## config.mk

```make
export PLATFORM = sky130hd
export DESIGN_NAME = writeback_arbiter
export DESIGN_NICKNAME = d
export VERILOG_FILES = /design/src/rtl/writeback_arbiter_pkg.sv /design/src/rtl/writeback_arbiter_result_fifo.sv /design/src/rtl/writeback_arbiter.sv
export SDC_FILE = /design/constraint.sdc
export NUM_CORES = 1
export LEC_CHECK = 0
export CAP_MARGIN = 20
export CORE_ASPECT_RATIO = 1.2
export CORE_MARGIN = 2
export CORE_UTILIZATION = 35
export CTS_CLUSTER_DIAMETER = 80
export DETAILED_ROUTE_END_ITERATION = 8
export SYNTH_ARGS = -nofsm -noshare
export SYNTH_HDL_FRONTEND = slang
export SYNTH_SLANG_ARGS = --single-unit
```

## constraint.sdc

```tcl
create_clock -name clock_i -period 4.6 [get_ports clock_i]
set_input_delay 0.92 -clock clock_i [delete_from_list [all_inputs] [get_ports clock_i]]
set_output_delay 0.92 -clock clock_i [all_outputs]
set_load 0.1 [all_outputs]
```

## src/rtl/writeback_arbiter_pkg.sv

```systemverilog
// Shared pipeline definitions for the writeback arbiter: default widths/depth
// and the pipe identifier used by the round-robin pointer.
package writeback_arbiter_pkg;

  localparam int unsigned DEF_DATA_WIDTH     = 16;
  localparam int unsigned DEF_REG_ADDR_WIDTH = 5;
  localparam int unsigned DEF_FIFO_DEPTH     = 4;

  typedef enum logic {
    PIPE_A = 1'b0,
    PIPE_B = 1'b1
  } pipe_e;

  function automatic pipe_e other_pipe(input pipe_e p);
    return (p == PIPE_A) ? PIPE_B : PIPE_A;
  endfunction

endpackage

```

## src/rtl/writeback_arbiter_result_fifo.sv

```systemverilog
// Per-pipe result buffer: power-of-two circular FIFO with occupancy count.
// Caller gates push/pop; push while full is legal only together with a pop.
module result_fifo
  import writeback_arbiter_pkg::*;
#(
  parameter int unsigned DEPTH = DEF_FIFO_DEPTH,
  parameter int unsigned WIDTH = DEF_REG_ADDR_WIDTH + DEF_DATA_WIDTH
) (
  input  logic                   clock_i,
  input  logic                   reset_i,
  input  logic                   push_i,
  input  logic                   pop_i,
  input  logic [WIDTH-1:0]       data_i,
  output logic [WIDTH-1:0]       data_o,
  output logic                   full_o,
  output logic                   empty_o,
  output logic [$clog2(DEPTH):0] count_o
);

  localparam int unsigned PTR_W = $clog2(DEPTH);
  localparam int unsigned CNT_W = PTR_W + 1;

  logic [WIDTH-1:0] mem_q [DEPTH];
  logic [PTR_W-1:0] wr_ptr_q, wr_ptr_d;
  logic [PTR_W-1:0] rd_ptr_q, rd_ptr_d;
  logic [CNT_W-1:0] count_q, count_d;

  // Pointers wrap naturally because DEPTH is a power of two.
  always_comb begin
    wr_ptr_d = wr_ptr_q + PTR_W'(push_i);
    rd_ptr_d = rd_ptr_q + PTR_W'(pop_i);
    count_d  = count_q + CNT_W'(push_i) - CNT_W'(pop_i);
  end

  always_ff @(posedge clock_i) begin
    if (!reset_i) begin
      wr_ptr_q <= '0;
      rd_ptr_q <= '0;
      count_q  <= '0;
    end else begin
      wr_ptr_q <= wr_ptr_d;
      rd_ptr_q <= rd_ptr_d;
      count_q  <= count_d;
    end
  end

  always_ff @(posedge clock_i) begin
    if (push_i) mem_q[wr_ptr_q] <= data_i;
  end

  assign data_o  = mem_q[rd_ptr_q];
  assign full_o  = (count_q == CNT_W'(DEPTH));
  assign empty_o = (count_q == '0);
  assign count_o = count_q;

endmodule

```

## src/rtl/writeback_arbiter.sv

```systemverilog
// Merges results from two execute pipes into one register-file write port,
// with per-pipe buffering, round-robin arbitration and a registered write stage.
module writeback_arbiter
  import writeback_arbiter_pkg::*;
#(
  parameter int unsigned FIFO_DEPTH     = DEF_FIFO_DEPTH,
  parameter int unsigned DATA_WIDTH     = DEF_DATA_WIDTH,
  parameter int unsigned REG_ADDR_WIDTH = DEF_REG_ADDR_WIDTH
) (
  input  logic                      clock_i,
  input  logic                      reset_i,
  input  logic                      enableA_i,
  input  logic                      enableB_i,
  input  logic [REG_ADDR_WIDTH-1:0] regAddrA_i,
  input  logic [REG_ADDR_WIDTH-1:0] regAddrB_i,
  input  logic [DATA_WIDTH-1:0]     dataA_i,
  input  logic [DATA_WIDTH-1:0]     dataB_i,
  output logic                      isStalledA_o,
  output logic                      isStalledB_o,
  input  logic                      shouldStall_i,
  output logic                      regWriteEnable_o,
  output logic [REG_ADDR_WIDTH-1:0] regWriteAddr_o,
  output logic [DATA_WIDTH-1:0]     regWriteData_o,
  output logic                      releaseEnable_o,
  output logic [REG_ADDR_WIDTH-1:0] releaseReg_o,
  output logic                      overflowA_o,
  output logic                      overflowB_o,
  output logic                      idle_o
);

  localparam int unsigned ENTRY_W = REG_ADDR_WIDTH + DATA_WIDTH;
  localparam int unsigned CNT_W   = $clog2(FIFO_DEPTH) + 1;

  logic               push_a, push_b, grant_a, grant_b;
  logic               full_a, full_b, empty_a, empty_b;
  logic [CNT_W-1:0]   count_a, count_b;
  logic [ENTRY_W-1:0] entry_a, entry_b;

  pipe_e              rr_q, rr_d;
  logic               overflow_a_q, overflow_a_d;
  logic               overflow_b_q, overflow_b_d;
  logic               wr_en_q, wr_en_d;
  logic [ENTRY_W-1:0] wr_entry_q, wr_entry_d;

  result_fifo #(.DEPTH(FIFO_DEPTH), .WIDTH(ENTRY_W)) u_fifo_a (
    .clock_i (clock_i),
    .reset_i (reset_i),
    .push_i  (push_a),
    .pop_i   (grant_a),
    .data_i  ({regAddrA_i, dataA_i}),
    .data_o  (entry_a),
    .full_o  (full_a),
    .empty_o (empty_a),
    .count_o (count_a)
  );

  result_fifo #(.DEPTH(FIFO_DEPTH), .WIDTH(ENTRY_W)) u_fifo_b (
    .clock_i (clock_i),
    .reset_i (reset_i),
    .push_i  (push_b),
    .pop_i   (grant_b),
    .data_i  ({regAddrB_i, dataB_i}),
    .data_o  (entry_b),
    .full_o  (full_b),
    .empty_o (empty_b),
    .count_o (count_b)
  );

  // The pointer only advances on contended grants, so a lone pipe draining
  // does not steal the other pipe's next turn.
  always_comb begin
    grant_a = 1'b0;
    grant_b = 1'b0;
    rr_d    = rr_q;
    if (!shouldStall_i) begin
      if (!empty_a && !empty_b) begin
        grant_a = (rr_q == PIPE_A);
        grant_b = (rr_q == PIPE_B);
        rr_d    = other_pipe(rr_q);
      end else if (!empty_a) begin
        grant_a = 1'b1;
      end else if (!empty_b) begin
        grant_b = 1'b1;
      end
    end
  end

  // A full FIFO still accepts when it is popped in the same cycle.
  always_comb begin
    push_a       = enableA_i && (!full_a || grant_a);
    push_b       = enableB_i && (!full_b || grant_b);
    overflow_a_d = overflow_a_q || (enableA_i && full_a && !grant_a);
    overflow_b_d = overflow_b_q || (enableB_i && full_b && !grant_b);
    wr_en_d      = grant_a || grant_b;
    wr_entry_d   = wr_entry_q;
    if (grant_a)      wr_entry_d = entry_a;
    else if (grant_b) wr_entry_d = entry_b;
  end

  always_ff @(posedge clock_i) begin
    if (!reset_i) begin
      rr_q         <= PIPE_A;
      overflow_a_q <= 1'b0;
      overflow_b_q <= 1'b0;
      wr_en_q      <= 1'b0;
      wr_entry_q   <= '0;
    end else begin
      rr_q         <= rr_d;
      overflow_a_q <= overflow_a_d;
      overflow_b_q <= overflow_b_d;
      wr_en_q      <= wr_en_d;
      wr_entry_q   <= wr_entry_d;
    end
  end

  assign isStalledA_o     = full_a;
  assign isStalledB_o     = full_b;
  assign regWriteEnable_o = wr_en_q;
  assign regWriteAddr_o   = wr_entry_q[ENTRY_W-1:DATA_WIDTH];
  assign regWriteData_o   = wr_entry_q[DATA_WIDTH-1:0];
  assign releaseEnable_o  = wr_en_q;
  assign releaseReg_o     = wr_entry_q[ENTRY_W-1:DATA_WIDTH];
  assign overflowA_o      = overflow_a_q;
  assign overflowB_o      = overflow_b_q;
  assign idle_o           = (count_a == '0) && (count_b == '0) && !wr_en_q;

endmodule
```

==> results by group <==
Outcome
  • Result of the run: finished clean

Finish
  • Fraction of layout cells with a size suffix above 1: around 18%
  • Design area: 9670 um^2
  • Leading cell type in the layout, fill and taps excluded: sky130_fd_sc_hd__edfxtp_1
  • Highest-count cells in the layout ignoring fill and taps: sky130_fd_sc_hd__edfxtp_1, sky130_fd_sc_hd__clkdlybuf4s50_1, sky130_fd_sc_hd__mux4_2, sky130_fd_sc_hd__dfxtp_1, sky130_fd_sc_hd__o21ai_0
  • Share of the core filled with cells in the final layout: between 40% and 50%
  • Cell Count, Final, Fillers Out: slightly below 800
  • Antenna diode count: 0
  • Fill cell instance count of the final layout: approximately 1.9k
  • # nets final: approximately 560
  • Area Growth Syn to Fin: 22.3%

STA
  • Fraction of the cycle the final worst path needs: ~75%
  • Setup repair after global routing missed its margin: false
  • Worst-margin pin slew: roughly 0.98 ns
  • Slew Limit Fails: 0
  • Number of failing hold endpoints at the final stage: 0
  • Clock period minus worst slack: 3.46 ns
  • Max Freq: between 200 and 300 MHz
  • Final setup vio count: 0
  • Clock skew after layout: about 0.012 ns
  • Total negative setup slack: 0 ns
  • Slew margin rel.: 34.5%

Clock tree
  • Maximum root-to-sink buffer count: 3
  • H-tree depth reported by CTS: 1
  • Number of buffers inserted by post-CTS setup repair: 0
  • Clock latency on the worst-skew pair: roughly 0.48 ns
  • CTS tree: built
  • CTS Root Cell: sky130_fd_sc_hd__clkbuf_16
  • CTS Buf Count: 21
  • Number of sinks driven by the clock tree: between 200 and 250
  • Clk slew on worst S/H paths: roughly 0.06 ns
  • Gates resized, CTS repair: 0
  • Cts hold-fix bufs: 0

Detailed routing
  • Residual antenna-violating net count after detailed routing: 0
  • Detailed Route Iter0 Violations: between 100 and 150
  • Uppermost signal routing layer after detailed routing: met4
  • Final wirelength: ~15000 um
  • Routed vias/inst: 4.84
  • Met3 routed wirelength: about 700 um
  • Routed wirelength normalized by instance count: ~19 um
  • Total iterations of the first detailed-routing run: 4
  • Vias after detailed routing: just under 4k
  • Detailed-routing wirelength on met1: 6330 um
  • Residual DRC count: 0
  • Sum of met2 wire segment lengths after detailed routing: a little under 8000 um

Critical path
  • Launching element type of the critical path: register
  • Top fanout value on the critical path: 6
  • Reg-to-reg setup timing slack: approximately 2.0 ns
  • Type of the worst setup path: reg -> out
  • Destination of the worst register-to-register timing path: u_fifo_b.count_o[2]
  • Logic depth of the worst register-to-register path: 9
  • Longest individual stage delay on the worst path: between 1 and 1.5 ns
  • Type of destination of the critical path: output port
  • Start of the worst register-to-register path: u_fifo_a.count_o[0]
  • Worst path required time: 3.68 ns
  • List of cells traversed by the critical path: nor3_1 > nand2_1 > nor2_1 > clkdlybuf4s50_1
  • First element of the critical path: u_fifo_b.count_o[1]
  • Highest-delay cell along the critical path: sky130_fd_sc_hd__clkdlybuf4s50_1
  • Critical path arrival: approximately 2.5 ns

Placement
  • Post-DP Area: ~9000 um^2
  • Placed Cells: between 700 and 800
  • DP Wirelength: approximately 10000 um
  • Global placement routability congestion: 0.742
  • Buffers added on ports: roughly 80

Synthesis
  • Number of nets in the synthesized netlist: about 470
  • Share of the yosys chip area belonging to registers: 73.7%
  • Distinct cell type count of the synthesized netlist: 35
  • Synthesized area per cell: between 15 and 20 um^2
  • Area of the mapped netlist: approximately 7900 um^2
  • Synthesis warning total: 0
  • Instance count of the mapped netlist: ~400
  • Post-synthesis sequential element count: between 200 and 250

Power
  • Leakage power: 0.00326 uW
  • Worst-case vdd ir drop: ~0.47 mV
  • Power density over the cells: just over 600 nW/um^2

Global route
  • Global route overflow: 0
  • Largest net degree at the start of global routing: 44
  • Global router's overall resource usage: about 13%
  • First-pass GRT wire length: between 20000 and 25000 um
  • Initial antenna violation count: 0
  • Via count of the first global-routing pass: 3975

Floorplanning
  • Top Ports: 80
  • Die outline area: between 20000 and 25000 um^2
  • Initial cell density of the core: between 30% and 40%
  • Row Count: 60
  • Die span in y: about 170 um
  • Width of the die: roughly 140 um
  • Core Footprint: about 22000 um^2

Worst hold path
  • Launch instance of the worst min-delay path: overflowB_o
  • Tightest Hold Check Type: reg -> reg
  • Worst hold path depth: 2
  • Hold path endpoint: overflowB_o

Flow run
  • Maximum capacitance violations: 0
## metal layers
layer / vias to the layer above / track usage, %
met4: 0 / 3.70
met2: 101 / 22.0
li1: 1805 / -
met5: - / 0
met1: 1914 / 16.2
met3: 26 / 2.55
## final cells by class
class | count | area [um^2] | share of cell area, %
Tap cell | 279 | 349 | 3.61
Inverter | 7 | 26.3 | 0.272
Clock buffer | 26 | 544 | 5.63
Sequential cell | 207 | 5830 | 60.3
Multi-Input combinational cell | 170 | 1910 | 19.8
Clock inverter | 10 | 51.3 | 0.531
Timing Repair Buffer | 95 | 958 | 9.91
## cell usage after synthesis
| master | number | area, um^2 |
|---|---|---|
| sky130_fd_sc_hd__a21bo_4 | 1 | 16.3 |
| sky130_fd_sc_hd__a21boi_0 | 1 | 7.51 |
| sky130_fd_sc_hd__a21oi_1 | 22 | 110 |
| sky130_fd_sc_hd__a31oi_1 | 2 | 12.5 |
| sky130_fd_sc_hd__and2_1 | 14 | 87.6 |
| sky130_fd_sc_hd__and3_1 | 2 | 12.5 |
| sky130_fd_sc_hd__and3b_1 | 2 | 17.5 |
| sky130_fd_sc_hd__buf_1 | 1 | 3.75 |
| sky130_fd_sc_hd__buf_2 | 6 | 30.0 |
| sky130_fd_sc_hd__buf_4 | 6 | 45.0 |
| sky130_fd_sc_hd__buf_6 | 3 | 33.8 |
| sky130_fd_sc_hd__clkbuf_1 | 11 | 41.3 |
| sky130_fd_sc_hd__dfxtp_1 | 39 | 781 |
| sky130_fd_sc_hd__edfxtp_1 | 168 | 5040 |
| sky130_fd_sc_hd__fa_1 | 2 | 40.0 |
| sky130_fd_sc_hd__ha_1 | 5 | 62.6 |
| sky130_fd_sc_hd__inv_1 | 6 | 22.5 |
| sky130_fd_sc_hd__inv_2 | 1 | 3.75 |
| sky130_fd_sc_hd__mux2i_1 | 21 | 210 |
| sky130_fd_sc_hd__mux4_2 | 42 | 946 |
| sky130_fd_sc_hd__nand2_1 | 1 | 3.75 |
| sky130_fd_sc_hd__nor2_1 | 2 | 7.51 |
| sky130_fd_sc_hd__nor2b_1 | 4 | 25.0 |
| sky130_fd_sc_hd__nor3_1 | 3 | 15.0 |
| sky130_fd_sc_hd__nor3_4 | 1 | 16.3 |
| sky130_fd_sc_hd__nor3b_1 | 3 | 22.5 |
| sky130_fd_sc_hd__nor3b_2 | 2 | 25.0 |
| sky130_fd_sc_hd__nor4b_1 | 1 | 8.76 |
| sky130_fd_sc_hd__o2111ai_1 | 1 | 8.76 |
| sky130_fd_sc_hd__o211ai_1 | 1 | 7.51 |
| sky130_fd_sc_hd__o21ai_0 | 22 | 110 |
| sky130_fd_sc_hd__o31a_1 | 1 | 8.76 |
| sky130_fd_sc_hd__or3_1 | 2 | 12.5 |
| sky130_fd_sc_hd__xnor2_1 | 8 | 70.1 |
| sky130_fd_sc_hd__xor2_1 | 4 | 35.0 |
## critical path: cells and delay by family, from the launching register on
family                 cells  cell delay [ns]
buffers and inverters      1             1.13
DFF                        1             0.37
and+or+nand+nor            3             0.54
## worst max path at each step
stage	slack, ns	end
after floorplan	0.19	u_fifo_b.count_o[2]
after global placement	1.29	u_fifo_a.count_o[2]
after detailed placement	1.20	u_fifo_b.count_o[2]
after CTS	1.10	idle_o
after global routing	0.93	idle_o
final	1.14	idle_o
## power breakdown
part,internal (uW),switching [uW]
sequential,2310,162
clock,837,643
combinational,718,1310
## stage by stage
stage | power, uW | worst slack, ns | hold slack (ns)
after floorplan | 4050 | 0.188 | 0.582
after global placement | 4520 | 1.29 | 0.481
after detailed placement | 4560 | 1.20 | 0.492
after CTS | 6060 | 1.10 | 0.506
after global routing | 6260 | 0.931 | 0.529
final | 5980 | 1.14 | 0.508
## state kept, by name (all words and copies together), names as in the netlist, 2 cells and up
| register | cells |
|---|---|
| u_fifo_a.mem_q | 84 |
| u_fifo_b.mem_q | 84 |
| u_fifo_b.wr_ptr_q | 2 |
| u_fifo_a.count_o | 3 |
| u_fifo_b.rd_ptr_q | 2 |
| u_fifo_b.count_o | 3 |
| wr_entry_q | 21 |
| u_fifo_a.wr_ptr_q | 2 |
| u_fifo_a.rd_ptr_q | 2 |
## logic make-up after synthesis
family	share of synthesized area, %
AOI/OAI and AO/OA	3.56
xor gates and xnor gates	1.33
adders and majority gates	1.30
buffers and inverters	2.28
DFF	73.7
muxes	14.6
and+or+nand+nor	3.21
(Power assumes the default switching activity.)
==> RTL change 1 (same flow settings) <==
Register the outputs `isStalledA_o` and `isStalledB_o`, cleared by the reset; this adds one clock of latency there. The other outputs are not delayed to match.
--- a/src/rtl/writeback_arbiter.sv
+++ b/src/rtl/writeback_arbiter.sv
@@ -115,4 +115,11 @@
 
-  assign isStalledA_o     = full_a;
-  assign isStalledB_o     = full_b;
+  always_ff @(posedge clock_i) begin
+    if (!reset_i) begin
+      isStalledA_o <= '0;
+      isStalledB_o <= '0;
+    end else begin
+      isStalledA_o <= full_a;
+      isStalledB_o <= full_b;
+    end
+  end
   assign regWriteEnable_o = wr_en_q;
Formal check against the unedited RTL: not equivalent (Yosys sat finds a counterexample within 10 cycles, from zero or initial values and one cycle with reset_i low).
==> RTL change 1 against the original RTL <==
Register-to-register slack worse by 20 ps. Worst setup slack worse by 130 ps. Via count is 0.49% higher. Power up 3.7%. Sequential cell count up 2. Fmax is 3.6% lower. Wire length grew 3.6%. Count of clock-buffer cells in the layout rose by 2. Critical path depth is the same. Cell count increased by 0.50%. Synthesized area grew 0.30%. Design area rose by 1.3%. Non-clock buffer count is 1 lower. Largest power group unchanged. Highest routed layer unchanged.
==> RTL change 1: results (changes against the original RTL) <==
[timing]
timing_worst_slew_pin_value_ps = 1080  ; +95.8 ps
fin_ws_ps = 1010  ; -128 ps
hold_slack_ps = 465  ; -43.3 ps
clock-skew-final_ps = 11.9  ; +0.303 ps

[synth]
synth_xor_area_share_pct = 1.10  ; -0.22 points
post_synthesis_compound_gate_area_fraction_pct = 3.38  ; -0.18 points
syn_area_cell_um2 = 19.2  ; -0.43%
yosys-mux-area-fraction_pct = 14.6  ; -0.044 points
syn-num-nets = 470  ; +1.1%
synth_fa_ha_area_share_pct = 1.61  ; +0.31 points
ys.warnings.count = 0  ; unchanged
leading_post_synthesis_cells_by_instance_count = edfxtp_1 (168), mux4_2 (42), dfxtp_1 (41), a21oi_1 (22), mux2i_1 (21)
synthTopCellsByArea = edfxtp_1 (64%), mux4_2 (12%), dfxtp_1 (10%)
ys_seq_area_share_pct = 74.0  ; +0.28 points
synth.distinct_cells = 34  ; -2.9%

[global_route]
grt.total_usage_pct = 13.4  ; +0.74 points
antenna_found_initial = 0  ; unchanged
first_global_vias = 4134  ; +4.0%
grt_first_pass_wirelength_mm = 24.3  ; +6.7%
globalRouteMet2Util_pct = 23.5  ; +1.5 points
grt_max_degree = 42  ; -4.5%
grt_util_met3_pct = 2.46  ; -0.085 points
use_met1_pct = 17.3  ; +1.1 points

[placement]
count_of_buffers_inserted_at_the_top_level_ports = 79  ; unchanged
dp_worst_setup_slack_ps = 1330  ; +127 ps
placement.cell_area_um2 = 9050  ; +0.42%
detailedPlacementHpwl_mm = 10.1  ; +1.3%
post-place-cells = 759  ; +0.40%
routabilityCongestion = 0.787  ; +5.9%

[cells_and_area]
n_antenna_cell = 0  ; unchanged
post_route_cells_drive_above_1_share_pct = 18.7  ; +0.44 points
fill_cells = 1953  ; +0.88%
design.final.nets = 562  ; +1.1%
final_cell_count_no_fill = 798  ; +0.50%

[run_status]
result_of_the_run = finished clean

[setup_path]
critical_path.max_fanout = 5  ; -1
critical_path.startpoint = u_fifo_a.count_o[1]
worstReg2RegStart = u_fifo_a.count_o[2]
worstReg2RegEnd = u_fifo_b.count_o[2]
cp.arrival_ps = 2670  ; +130 ps
r2r_setup_slack_ps = 1980  ; -20 ps
r2r_cells = 10  ; +1

[routing]
num_vias = 3865  ; +0.49%
met3WireLength_um = 636  ; -7.0%
first_iter_violations = 259  ; +76%
met2WireLength_mm = 8.13  ; +4.9%
post_route_met1_wirelength_mm = 6.63  ; +4.7%
drt_wl_total_mm = 15.6  ; +3.6%

[power_and_ir_drop]
vdd.ir_drop.worst_mv = 0.554  ; +17%
power.leakage_nw = 3.26  ; -0.13%
power_density_nw_per_um2 = 633  ; +2.3%

[hold_path]
worstHoldEndpoint = overflowA_o
timing.hold.worst.class = reg -> reg
min_delay_path_depth = 1  ; -1
holdCritStartpoint = overflowA_o

[cts]
clk_path_buf_depth = 3  ; unchanged
clock-root-buffer = clkbuf_16

==> RTL change 1: cell types whose count changed after synthesis, sizes merged, moves of 2 or more <==
cell   change
dfxtp      +2
xnor2      -3
and3b      -2
inv        +2
ha         +2
buf        -2
nor3       +2
==> RTL change 1: area by class of cell <==
| class | count | share of cell area, % |
|---|---|---|
| repair buffers | 94 | 9.81 |
| flip-flops and latches | 209 | 59.9 |
| inverters | 9 | 0.345 |
| well taps | 279 | 3.56 |
| multi-input cells | 171 | 19.7 |
| clock inverters | 8 | 0.920 |
| clock buffers | 28 | 5.84 |
==> RTL change 1: critical path: stages (launching register included) <==
cell             delay (ps)
dfxtp_1                 380
nor3_2                  440
nand2_1                 120
nor2_1                  110
clkdlybuf4s50_1        1130
==> RTL change 1: where the power goes <==
part	total [mW]	switching [mW]	internal, mW
Sequential	2.50	0.171	2.33
Combinational	2.06	1.34	0.722
Clock	1.64	0.655	0.982
Total	6.20	2.16	4.03
==> RTL change 2 (config.mk and constraints unchanged) <==
Without the edit above. Set the package constant `DEF_FIFO_DEPTH` to 8 (it was 4).
--- a/src/rtl/writeback_arbiter_pkg.sv
+++ b/src/rtl/writeback_arbiter_pkg.sv
@@ -6,3 +6,3 @@
   localparam int unsigned DEF_REG_ADDR_WIDTH = 5;
-  localparam int unsigned DEF_FIFO_DEPTH     = 4;
+  localparam int unsigned DEF_FIFO_DEPTH     = 8;
 
Behaviour: not the same (a bounded check fails within 10 cycles, from zero or initial values and one cycle with reset_i low).
==> RTL change 2 against the original RTL <==
Worst setup slack got worse by 280 ps. Wire length rose by 91%. Cell count is 75% higher. Combinational power is 32% higher. Sequential share of layout area rose by 2.9 points. Synthesized area increased by 86%. Via count grew 76%. Clock skew up 1.0 ps. Sequential cell count grew 174. Design area increased by 80%. Non-clock buffer count grew 8. Critical path type unchanged. Die area is 84% higher. Critical endpoint unchanged. Power up 66%.
==> RTL change 2: results (changes against the original RTL) <==
[power_and_ir_drop]
power_density_nw_per_um2 = 571  ; -7.7%
sequential_cell_power_consumption_mw = 4.31  ; +74%
vdd.ir_drop.worst_mv = 0.292  ; -38%

[global_route]
grt_util_met3_pct = 2.95  ; +0.40 points
grt_first_pass_wirelength_mm = 44.1  ; +93%
antenna_found_initial = 3  ; +3
grt_max_degree = 35  ; -20%

[cells_and_area]
fill_cells = 3693  ; +91%
design.final.nets = 883  ; +59%

[setup_path]
critical_path.startpoint = u_fifo_a.count_o[2]
cp.arrival_ps = 2830  ; +290 ps
worstReg2RegStart = u_fifo_b.count_o[2]
r2r_setup_slack_ps = 1890  ; -110 ps
r2r_cells = 10  ; +1

[timing]
fin_ws_ps = 853  ; -284 ps
clock-skew-final_ps = 12.6  ; +1.01 ps

[routing]
first_iter_violations = 441  ; +200%
met2WireLength_mm = 14.9  ; +92%
num_vias = 6781  ; +76%
post_route_met1_wirelength_mm = 12.1  ; +90%
drt_wl_total_mm = 28.8  ; +91%

[placement]
dp_worst_setup_slack_ps = 1270  ; +67.7 ps
routabilityCongestion = 0.744  ; +0.22%

[synth]
synthesis.instances = 715  ; +74%
yosys-mux-area-fraction_pct = 15.7  ; +1.1 points
synth_xor_area_share_pct = 0.594  ; -0.74 points
leading_post_synthesis_cells_by_instance_count = edfxtp_1 (336), mux4_2 (84), dfxtp_1 (45), mux2i_1 (42)

[run_status]
result_of_the_run = finished clean

[cts]
htree_levels = 2  ; +1
clock_latency_ps = 530  ; +50 ps
cts_buffers = 37  ; +76%

[RTL change 2: area by class of cell]
cell class | instances | area (um2) | area share (%)
Clock buffer | 40 | 937 | 5.38
Clock inverter | 26 | 239 | 1.37
Inverter | 16 | 60.1 | 0.345
Multi-Input combinational cell | 277 | 3540 | 20.3
Sequential cell | 381 | 11000 | 63.1
Tap cell | 546 | 683 | 3.92
Timing Repair Buffer | 103 | 971 | 5.57
[RTL change 2: worst min-delay path by stage]
stage | endpoint | depth (start not counted) | start | slack, ps
final | wr_entry_q[14] | 1 | wr_entry_q[14] | 450
after global routing | wr_entry_q[5] | 1 | wr_entry_q[5] | 470
after CTS | wr_entry_q[14] | 1 | wr_entry_q[14] | 460
after detailed placement | wr_entry_q[14] | 1 | wr_entry_q[14] | 440
after global placement | wr_entry_q[14] | 1 | wr_entry_q[14] | 440
after floorplan | u_fifo_a.rd_ptr_q[1] | 2 | u_fifo_a.rd_ptr_q[1] | 550
